===== config.mk =====
export PLATFORM = sky130hd
export DESIGN_NAME = fifo_write_arbiter_flat
export DESIGN_NICKNAME = d
export VERILOG_FILES = /design/src/rtl/fifo_arb_pkg.sv /design/src/rtl/fifo_write_arbiter_if.sv /design/src/rtl/fifo_write_arbiter_rr_pick.sv /design/src/rtl/fifo_write_arbiter.sv /design/src/flat_wrapper.sv
export SDC_FILE = /design/constraint.sdc
export NUM_CORES = 1
export LEC_CHECK = 0
export CORE_UTILIZATION = 40
export CTS_BUF_LIST = sky130_fd_sc_hd__clkbuf_8
export DETAILED_ROUTE_END_ITERATION = 6
export GPL_ROUTABILITY_DRIVEN = 0
export PLACE_DENSITY = 0.73
export SETUP_SLACK_MARGIN = 0.2
export SLEW_MARGIN = 20
export SYNTH_ARGS = -nofsm -noshare
export SYNTH_HDL_FRONTEND = slang
export SYNTH_SLANG_ARGS = --single-unit

===== constraint.sdc =====
create_clock -name clk -period 3 [get_ports clk]
set_input_delay 0.6 -clock clk [delete_from_list [all_inputs] [get_ports clk]]
set_output_delay 0.6 -clock clk [all_outputs]
set_load 0.1 [all_outputs]

===== src/rtl/fifo_arb_pkg.sv =====
// Shared types and default sizing for the FIFO write-port arbiter.
// Optional multi-word bursts are enabled by the FIFO_ARB_BURST_EN macro.
package fifo_arb_pkg;

  typedef enum logic {
    IDLE = 1'b0,
    BUSY = 1'b1
  } arb_state_t;

  localparam int DEF_NUM_REQ    = 4;
  localparam int DEF_DATA_WIDTH = 4;
  localparam int DEF_MAX_BURST  = 4;

  // Owner index width; a single requester still needs a one-bit index.
  function automatic int idx_width(input int n);
    return (n > 1) ? $clog2(n) : 1;
  endfunction

endpackage


===== src/rtl/fifo_write_arbiter_if.sv =====
// Requester/FIFO-side bundle of the write arbiter: requests, data, full flag and the
// arbiter's grant/ack/write strobe. The arbiter connects through the slave modport.
interface fifo_write_arbiter_if #(
  parameter int NUM_REQ    = 4,
  parameter int DATA_WIDTH = 4
);

  logic [NUM_REQ-1:0]            req;
  logic [NUM_REQ*DATA_WIDTH-1:0] req_data;
  logic                          full;
  logic [NUM_REQ-1:0]            grant;
  logic [NUM_REQ-1:0]            ack;
  logic                          write_increment;
  logic [DATA_WIDTH-1:0]         write_data;

  modport master (
    output req, req_data, full,
    input  grant, ack, write_increment, write_data
  );

  modport slave (
    input  req, req_data, full,
    output grant, ack, write_increment, write_data
  );

endinterface


===== src/rtl/fifo_write_arbiter_rr_pick.sv =====
// Combinational round-robin picker: first requester at or after last_owner+1,
// wrapping around; returns a one-hot pick and its index.
module rr_pick
  import fifo_arb_pkg::*;
#(
  parameter int NUM_REQ = DEF_NUM_REQ,
  parameter int IDX_W   = idx_width(NUM_REQ)
) (
  input  logic [NUM_REQ-1:0] req,
  input  logic [IDX_W-1:0]   last_owner,
  output logic [NUM_REQ-1:0] pick,
  output logic [IDX_W-1:0]   pick_idx
);

  logic             found;
  logic [IDX_W-1:0] cand_idx;

  always_comb begin
    pick     = '0;
    pick_idx = '0;
    found    = 1'b0;
    cand_idx = '0;
    for (int i = 0; i < NUM_REQ; i++) begin
      cand_idx = IDX_W'((int'(last_owner) + 1 + i) % NUM_REQ);
      if (!found && req[cand_idx]) begin
        found          = 1'b1;
        pick[cand_idx] = 1'b1;
        pick_idx       = cand_idx;
      end
    end
  end

endmodule


===== src/rtl/fifo_write_arbiter.sv =====
// Round-robin arbiter sharing one FIFO write port among NUM_REQ requesters.
// Define FIFO_ARB_BURST_EN to allow up to MAX_BURST words per grant; otherwise one word per grant.
module fifo_write_arbiter
  import fifo_arb_pkg::*;
#(
  parameter int NUM_REQ    = DEF_NUM_REQ,
  parameter int DATA_WIDTH = DEF_DATA_WIDTH,
  parameter int MAX_BURST  = DEF_MAX_BURST
) (
  input  logic                clk,
  input  logic                rst_n,
  fifo_write_arbiter_if.slave bus
);

  localparam int IDX_W = idx_width(NUM_REQ);

  arb_state_t           state_reg, state_next;
  logic [NUM_REQ-1:0]   grant_reg, grant_next;
  logic [IDX_W-1:0]     owner_reg, owner_next;
  logic [IDX_W-1:0]     last_owner_reg, last_owner_next;

  logic [NUM_REQ-1:0]   pick;
  logic [IDX_W-1:0]     pick_idx;
  logic                 accept;
  logic                 burst_done;
  logic                 release_now;

  logic [DATA_WIDTH-1:0] slice [NUM_REQ];

  for (genvar gi = 0; gi < NUM_REQ; gi++) begin : g_slice
    assign slice[gi] = bus.req_data[gi*DATA_WIDTH +: DATA_WIDTH];
  end

  rr_pick #(
    .NUM_REQ (NUM_REQ),
    .IDX_W   (IDX_W)
  ) u_rr_pick (
    .req        (bus.req),
    .last_owner (last_owner_reg),
    .pick       (pick),
    .pick_idx   (pick_idx)
  );

  // Reset is gated in so nothing is written while rst_n is low, even mid-burst.
  assign accept = rst_n && (state_reg == BUSY) && bus.req[owner_reg] && !bus.full;

`ifdef FIFO_ARB_BURST_EN
  logic [3:0] burst_cnt_reg, burst_cnt_next;

  assign burst_done = accept && ((burst_cnt_reg + 4'd1) == 4'(MAX_BURST));
`else
  // Single-word grants: the configured burst length collapses to one.
  localparam int BURST_LIMIT = (MAX_BURST < 1) ? MAX_BURST : 1;

  assign burst_done = accept && (BURST_LIMIT == 1);
`endif

  assign release_now = (state_reg == BUSY) && (!bus.req[owner_reg] || burst_done);

  always_ff @(posedge clk) begin
    if (!rst_n) begin
      state_reg      <= IDLE;
      grant_reg      <= '0;
      owner_reg      <= '0;
      last_owner_reg <= IDX_W'(NUM_REQ - 1);
`ifdef FIFO_ARB_BURST_EN
      burst_cnt_reg  <= '0;
`endif
    end else begin
      state_reg      <= state_next;
      grant_reg      <= grant_next;
      owner_reg      <= owner_next;
      last_owner_reg <= last_owner_next;
`ifdef FIFO_ARB_BURST_EN
      burst_cnt_reg  <= burst_cnt_next;
`endif
    end
  end

  always_comb begin
    state_next      = state_reg;
    grant_next      = grant_reg;
    owner_next      = owner_reg;
    last_owner_next = last_owner_reg;
`ifdef FIFO_ARB_BURST_EN
    burst_cnt_next  = burst_cnt_reg;
`endif
    unique case (state_reg)
      IDLE: begin
        grant_next = '0;
        if (|bus.req) begin
          state_next = BUSY;
          grant_next = pick;
          owner_next = pick_idx;
        end
      end
      BUSY: begin
        if (release_now) begin
          state_next      = IDLE;
          grant_next      = '0;
          last_owner_next = owner_reg;
`ifdef FIFO_ARB_BURST_EN
          burst_cnt_next  = '0;
`endif
        end
`ifdef FIFO_ARB_BURST_EN
        else if (accept) begin
          burst_cnt_next = burst_cnt_reg + 4'd1;
        end
`endif
      end
      default: begin
        state_next = IDLE;
        grant_next = '0;
      end
    endcase
  end

  assign bus.grant           = grant_reg;
  assign bus.write_increment = accept;
  assign bus.ack             = accept ? grant_reg : '0;
  assign bus.write_data      = accept ? slice[owner_reg] : '0;

endmodule


===== src/flat_wrapper.sv =====
// flat-port wrapper written by rule: the top's interface ports become plain ports
module fifo_write_arbiter_flat import fifo_arb_pkg::*;
#(
  parameter int NUM_REQ    = DEF_NUM_REQ,
  parameter int DATA_WIDTH = DEF_DATA_WIDTH,
  parameter int MAX_BURST  = DEF_MAX_BURST
)
  (clk, rst_n, bus_req, bus_req_data, bus_full, bus_grant, bus_ack, bus_write_increment, bus_write_data);
  fifo_write_arbiter_if #(.NUM_REQ(NUM_REQ), .DATA_WIDTH(DATA_WIDTH)) bus_i ();
  input  logic clk;
  input  logic rst_n;
  input wire logic [$bits(bus_i.req)-1:0] bus_req;
  input wire logic [$bits(bus_i.req_data)-1:0] bus_req_data;
  input wire logic [$bits(bus_i.full)-1:0] bus_full;
  output wire logic [$bits(bus_i.grant)-1:0] bus_grant;
  output wire logic [$bits(bus_i.ack)-1:0] bus_ack;
  output wire logic [$bits(bus_i.write_increment)-1:0] bus_write_increment;
  output wire logic [$bits(bus_i.write_data)-1:0] bus_write_data;
  assign bus_i.req = bus_req;
  assign bus_i.req_data = bus_req_data;
  assign bus_i.full = bus_full;
  assign bus_grant = bus_i.grant;
  assign bus_ack = bus_i.ack;
  assign bus_write_increment = bus_i.write_increment;
  assign bus_write_data = bus_i.write_data;
  fifo_write_arbiter #(.NUM_REQ(NUM_REQ), .DATA_WIDTH(DATA_WIDTH), .MAX_BURST(MAX_BURST)) u_core (.clk(clk), .rst_n(rst_n), .bus(bus_i));
endmodule

### Yosys cells after proc, flatten, opt, wreduce, memory -nomap -nowiden

Index checks and enable logic that the tools add are counted.

| operators by class | value |
|---|---|
| add/subtract/negate cells | 4 |
| order comparisons | 10 |
| bitwise logic cells | 5 |
| reductions and logical operators | 20 |
| mux-type cells | 40 |
| eq/ne operators | 1 |

Operators by type and width:

| cell | number |
|---|---|
| 4-bit 2-to-1 mux | 10 |
| 2-bit by 3-bit < comparator with 1-bit output, second input constant | 5 |
| 1-bit 2-to-1 mux | 14 |
| 4-bit OR | 3 |
| 1-bit logical AND | 11 |
| 1-bit binary-select mux with 2-bit select | 5 |
| 4-bit binary-select mux with 2-bit select | 1 |
| 1-bit demux with 2-bit select | 4 |
| 2-bit by 1-bit greater-or-equal comparator with 1-bit output, second input constant | 4 |
| 2-bit 2-to-1 mux | 4 |
| 4-bit case mux with 2 select lines | 1 |
| 2-bit adder, second input constant | 3 |
| 1-bit logical NOT | 5 |
| 2-bit AND reduction | 2 |
| 4-bit OR reduction | 1 |
| 3-bit greater-or-equal comparator, second input constant | 1 |
| 2-bit NOT with 3-bit output | 1 |
| 2-bit by 1-bit adder with 2-bit output, second input constant | 1 |
| 2-bit inequality test, second input constant | 1 |
| 1-bit case mux with 2 select lines | 1 |
| 1-bit logical OR | 1 |
| 1-bit NOT | 1 |

| word-level totals | value |
|---|---|
| register bits | 9 |
| bits of input ports | 23 |
| output and inout port bits | 13 |
| logic and storage cells | 84 |

### Longest topological paths before layout

| logic depth | value |
|---|---|
| word-level depth | 15 |
| gate-level depth with buffers | 9 |
| mapped depth without buffers | 7 |

### By module

Synthesis repeated with hierarchy kept, for this count alone.

| second synthesis, totals | value |
|---|---|
| cells, all modules | 123 |
| area, all modules | 1141.1 um^2 |

By module, submodules not included:

| module | seq. area each (um^2) | area each (um^2) | cells an instance | times used |
|---|---|---|---|---|
| fifo_write_arbiter | 180.2 | 629.4 | 60 | 1 |
| rr_pick | 0.0 | 511.7 | 63 | 1 |

### Worst setup path before layout

Ideal clock, no wire load.

| path | value |
|---|---|
| path kind | input to output |
| start | in bus_req[1] |
| end | out bus_write_data[0] |
| slack | -959 ps |
| arrival | 3359 ps |
| stages on the path | 5 |
| required time | 2400 ps |
| path buffers | 1 |
| cells stage by stage | buf_2 mux4_2 nand2_1 nor3b_2 and2_1 |

| between the ends | value |
|---|---|
| cells in the longest elaborated chain, start to end | 5 |

Ends and longest elaborated chain:

| item | RTL line | RTL |
|---|---|---|
| from (decl) | flat_wrapper.sv:12 | `input wire logic [$bits(bus_i.req)-1:0] bus_req;` |
| 1-bit binary-select mux with 2-bit select | fifo_write_arbiter.sv:45 | `assign accept = rst_n && (state_reg == BUSY) && bus.req[owner_reg] && !bus.full;` |
| 1-bit 2-to-1 mux (not written as such) | fifo_write_arbiter.sv:45 |  |
| 1-bit logical AND (2 in a row) | fifo_write_arbiter.sv:45 |  |
| net bus_write_increment | flat_wrapper.sv:17 | `output wire logic [$bits(bus_i.write_increment)-1:0] bus_write_increment;` |
| 4-bit 2-to-1 mux | fifo_write_arbiter.sv:122 | `assign bus.write_data = accept ? slice[owner_reg] : '0;` |
| to (decl) | flat_wrapper.sv:18 | `output wire logic [$bits(bus_i.write_data)-1:0] bus_write_data;` |

The timed path passes the listed nets, and every way through them passes these cells. The select of a mux whose other input is x is not followed.

### Worst setup path in the final report

| path | value |
|---|---|
| start | in bus_req[2] |
| end | out bus_write_data[3] |

| between the ends | value |
|---|---|
| cells in the longest elaborated chain, start to end | 5 |

Ends and longest elaborated chain:

| item | RTL line |
|---|---|
| 1-bit binary-select mux with 2-bit select | fifo_write_arbiter.sv:45 |
| 1-bit 2-to-1 mux (not written as such) | fifo_write_arbiter.sv:45 |
| 1-bit logical AND (2 in a row) | fifo_write_arbiter.sv:45 |
| 4-bit 2-to-1 mux | fifo_write_arbiter.sv:122 |

Every way passes these cells. The select of a mux whose other input is x is not followed.

==> impl_summary.md <==
Floorplan
The total die area is ~0.0032 sq mm. Once the floorplan was initialized, standard cells occupied roughly 43% of the core. 36 I/O pins were placed. The region available for standard cell placement spans approximately 0.0028 sq mm.

The count of standard-cell rows is 19. The chip width is 56.1 um. The die is 56.1 um tall.

Global routing
Entering global routing, the biggest net connects 26 pins. The wire length of the first global-routing pass is ~5700 um. Global routing used approximately 22% of the available tracks across all layers. The total congestion overflow after global routing is 0.

The initial antenna violation count is 0. The via count of the first global-routing pass is around 1200.

Timing
The total count of hold-check failures in the final report is 0. The clock tree skew after final layout is ~2.3 ps. In the finished design, the share of the clock period the worst path needs comes to approximately 92%.

The minimum clock period after layout is around 2800 ps. Setup violations remaining at the end of the flow were counted as 0. The number of max-slew violations in the final report was 0.

The worst slew margin relative to its limit is between 60 and 70%. The fmax is between 300 and 400 MHz. The transition time of the tightest slew-check pin is 512 ps.

The summed negative setup slack over all endpoints is 0 ps. Setup repair after global routing left no endpoint under its margin.

Clocking
Clock tree synthesis inserted a total of 3 buffers. The TritonCTS clock tree is yes. The longest clock path from root to sink contains 2 buffers. The number of levels the H-tree was split into is 1. For the worst-skew pair, the clock arrives at the later sink with an insertion delay of 230 ps.

The clock transition at the registers of the reported paths is 40 ps. The clock net sink count is 9. The clock tree root driver cell is sky130_fd_sc_hd__clkbuf_8.

Worst setup path
The destination of the critical timing path is bus_write_data[3]. Traced cell by cell, the critical path runs through clkdlybuf4s50_1 > mux4_2 > nand2_4 > nor3b_4 > buf_6 > and2_4 > buf_12. The critical path depth in cells is 7. For the worst setup path, the data arrival time is between 2000 and 2500 ps.

By startpoint and endpoint, the worst setup path is classified as in -> out. The worst register-to-register path ends at u_core.bus.grant[1]$_SDFFE_PN0P_. The worst-path cell with the longest stage delay is sky130_fd_sc_hd__mux4_2. The cell family with the largest share of critical-path delay is buffers and inverters. Data on the critical path is required at its endpoint by between 2000 and 2500 ps.

The worst setup path is launched from an input pin. In this run the critical register-to-register path is launched from u_core.last_owner_reg[1]$_SDFFE_PN1P_. The count of cells along the worst register-to-register path is 7.

Tracing the worst setup path back leads to its startpoint at bus_req[2]. STA classifies the critical path endpoint as an output port. The highest cell delay on the worst timing path is between 500 and 600 ps.

Across all register-to-register paths, the minimum setup slack is about 630 ps. The peak fanout along the critical path is 9. The total buffers and inverters traversed by the critical path is 3.

Pwr
In this run the static leakage power is about 0.66 nW. Dividing total power by cell area gives a power density of between 300 and 400 mW/mm^2. The worst voltage drop across the vdd grid is 0.367 mV.

Synth
The count of flip-flops with a built-in enable after synthesis is 0. The most used flip-flop cell after synthesis is sky130_fd_sc_hd__dfxtp_1. The number of different library cells in the post-synthesis netlist is 48. The top cell type by area accounts for between 15 and 20% of the synthesized area. The synthesized instance count is approximately 140. By area the synthesized netlist is led by sky130_fd_sc_hd__dfxtp_1, sky130_fd_sc_hd__mux4_2, sky130_fd_sc_hd__ha_1. The number of nets produced by synthesis is 164. The commonest cells after synthesis are sky130_fd_sc_hd__nand2_1, sky130_fd_sc_hd__dfxtp_1, sky130_fd_sc_hd__and2_1, sky130_fd_sc_hd__buf_2, sky130_fd_sc_hd__nor2_1. The cell area after synthesis is between 0.001 and 0.0015 sq mm. Counting flops and latches in the post-synthesis netlist gives 9. The cell accounting for the most synthesized area is sky130_fd_sc_hd__dfxtp_1.

sky130_fd_sc_hd__nand2_1 is the most common cell in the netlist. For this run, asynchronously set or reset flops after synthesis account for 0%. For this run, the number of Yosys warnings is 0.

After synthesis, flip-flops and latches occupy 15.4% of the total area. After synthesis, the mean cell area works out to around 8.6 sq um.

Min path
The worst hold path belongs to the class reg -> reg.

Drt
The number of nets still failing antenna checks after routing is 0. The total iterations of the first detailed-routing run is 4. The detailed-route vias per instance is roughly 6.2.

The total via count in the routed design is around 1300. After the first detailed-routing iteration, the DRC count stood at a little under 70. In the final routed layout, each cell accounts on average for about 16 um. In the routed design, unresolved DRC markers number 0. The wire length reported by the detailed router is between 3000 and 4000 um.

Place
The placed cell area is 0.00165 sq mm. The number of placed instances, taps included is between 150 and 200. The count of buffers added on input and output ports is 35.

The detailed-placement wirelength estimate is roughly 2600 um.

Run status
The run finished with clean final reports.

Job
Across the run, the number of max-cap violations was 0.

Finish
Of the cells placed in the final design, the portion with a size suffix greater than 1 is a little under 30%. Counting the fill cells in the layout gives 238. The number of antenna diodes in the final layout is 0. The number of flip-flops under the largest register name is 4. After the last flow step, the layout net total stands at approximately 200. The final cell count without fillers is 203.

The total area of multi-input combinational cells is about 940 sq um. The area added between synthesis and finish is 47.2%. The finished cells cover ~0.0017 sq mm.

The storage element area is roughly 180 sq um.
==> power by group <==
| part | leakage, nW | internal (mW) | total, mW | switching [mW] |
|---|---|---|---|---|
| clock | 0.0269 | 0.0891 | 0.136 | 0.0471 |
| sequential | 0.0741 | 0.134 | 0.154 | 0.0196 |
| combinational | 0.559 | 0.155 | 0.352 | 0.197 |
| total | 0.660 | 0.378 | 0.642 | 0.264 |
==> area by class of cell <==
| class | count | share of cell area (%) |
|---|---|---|
| Multi-Input combinational cell | 110 | 54.4 |
| Timing Repair Buffer | 44 | 29.2 |
| Sequential cell | 9 | 10.4 |
| Clock buffer | 3 | 2.39 |
| Tap cell | 31 | 2.25 |
| Inverter | 5 | 1.09 |
| Clock inverter | 1 | 0.218 |
==> routing by layer <==
metal	up-vias	share of wire, %	GRT usage (%)
li1	610	-	-
met1	603	41	30.2
met5	-	0	0
met2	49	52	37.6
met3	4	4.9	2.09
met4	0	1.3	6.97
==> what timing repair did <==
| action | CTS | global route |
|---|---|---|
| setup buffers | 0 | 2 |
| pin swaps | 1 | 2 |
| resized for setup | 0 | 3 |
| hold buffers | 0 | 0 |
| setup endpoints to repair | 7 | 9 |
==> per-stage QoR <==
step | power [mW] | hold WS (ps) | setup slack (ps) | util [%]
6_report | 0.642 | 518 | 244 | 62.6
4_1_cts | 0.636 | 521 | 203 | 61.6
5_1_grt | 0.681 | 544 | 199 | 62.6
3_3_place_gp | 0.490 | 519 | 227 | 60.0
2_1_floorplan | 0.412 | 540 | -127 | -
3_5_place_dp | 0.499 | 510 | 185 | 60.0
==> cells by family (layout without fill, tap and decap cells) <==
| group | count (synthesis) | count (layout) | share of synthesized area, % |
|---|---|---|---|
| DFF | 9 | 9 | 15.4 |
| adders and majority gates | 5 | 5 | 5.34 |
| and+or+nand+nor | 51 | 51 | 27.2 |
| muxes | 12 | 12 | 17.2 |
| buffers and inverters | 17 | 53 | 7.47 |
| AOI/OAI and AO/OA | 42 | 42 | 27.4 |
==> cell usage in the layout, fill, tap and decap left out, types with 5 or more instances in the layout <==
cell                               n
sky130_fd_sc_hd__mux4_2            6
sky130_fd_sc_hd__inv_1             6
sky130_fd_sc_hd__clkdlybuf4s50_1  21
sky130_fd_sc_hd__a31oi_1           5
sky130_fd_sc_hd__mux2_2            5
sky130_fd_sc_hd__ha_1              5
sky130_fd_sc_hd__and2_4            8
sky130_fd_sc_hd__nand2_1          10
sky130_fd_sc_hd__nor2_1            7
sky130_fd_sc_hd__buf_4            12
sky130_fd_sc_hd__buf_12            9
sky130_fd_sc_hd__dfxtp_1           9
==> worst min-delay path by stage <==
stage,start,end,slack (ps),cells after the start
3_5_place_dp,u_core.bus.grant[2]$_SDFFE_PN0P_,u_core.bus.grant[2]$_SDFFE_PN0P_,510,1
3_3_place_gp,u_core.bus.grant[1]$_SDFFE_PN0P_,u_core.bus.grant[1]$_SDFFE_PN0P_,520,1
4_1_cts,u_core.bus.grant[2]$_SDFFE_PN0P_,u_core.bus.grant[2]$_SDFFE_PN0P_,520,1
6_report,u_core.bus.grant[2]$_SDFFE_PN0P_,u_core.bus.grant[2]$_SDFFE_PN0P_,520,1
5_1_grt,u_core.bus.grant[1]$_SDFFE_PN0P_,u_core.bus.grant[1]$_SDFFE_PN0P_,540,1
2_1_floorplan,u_core.state_reg$_SDFF_PN0_,u_core.state_reg$_SDFF_PN0_,540,2
Power figures use the tool's default switching activity.
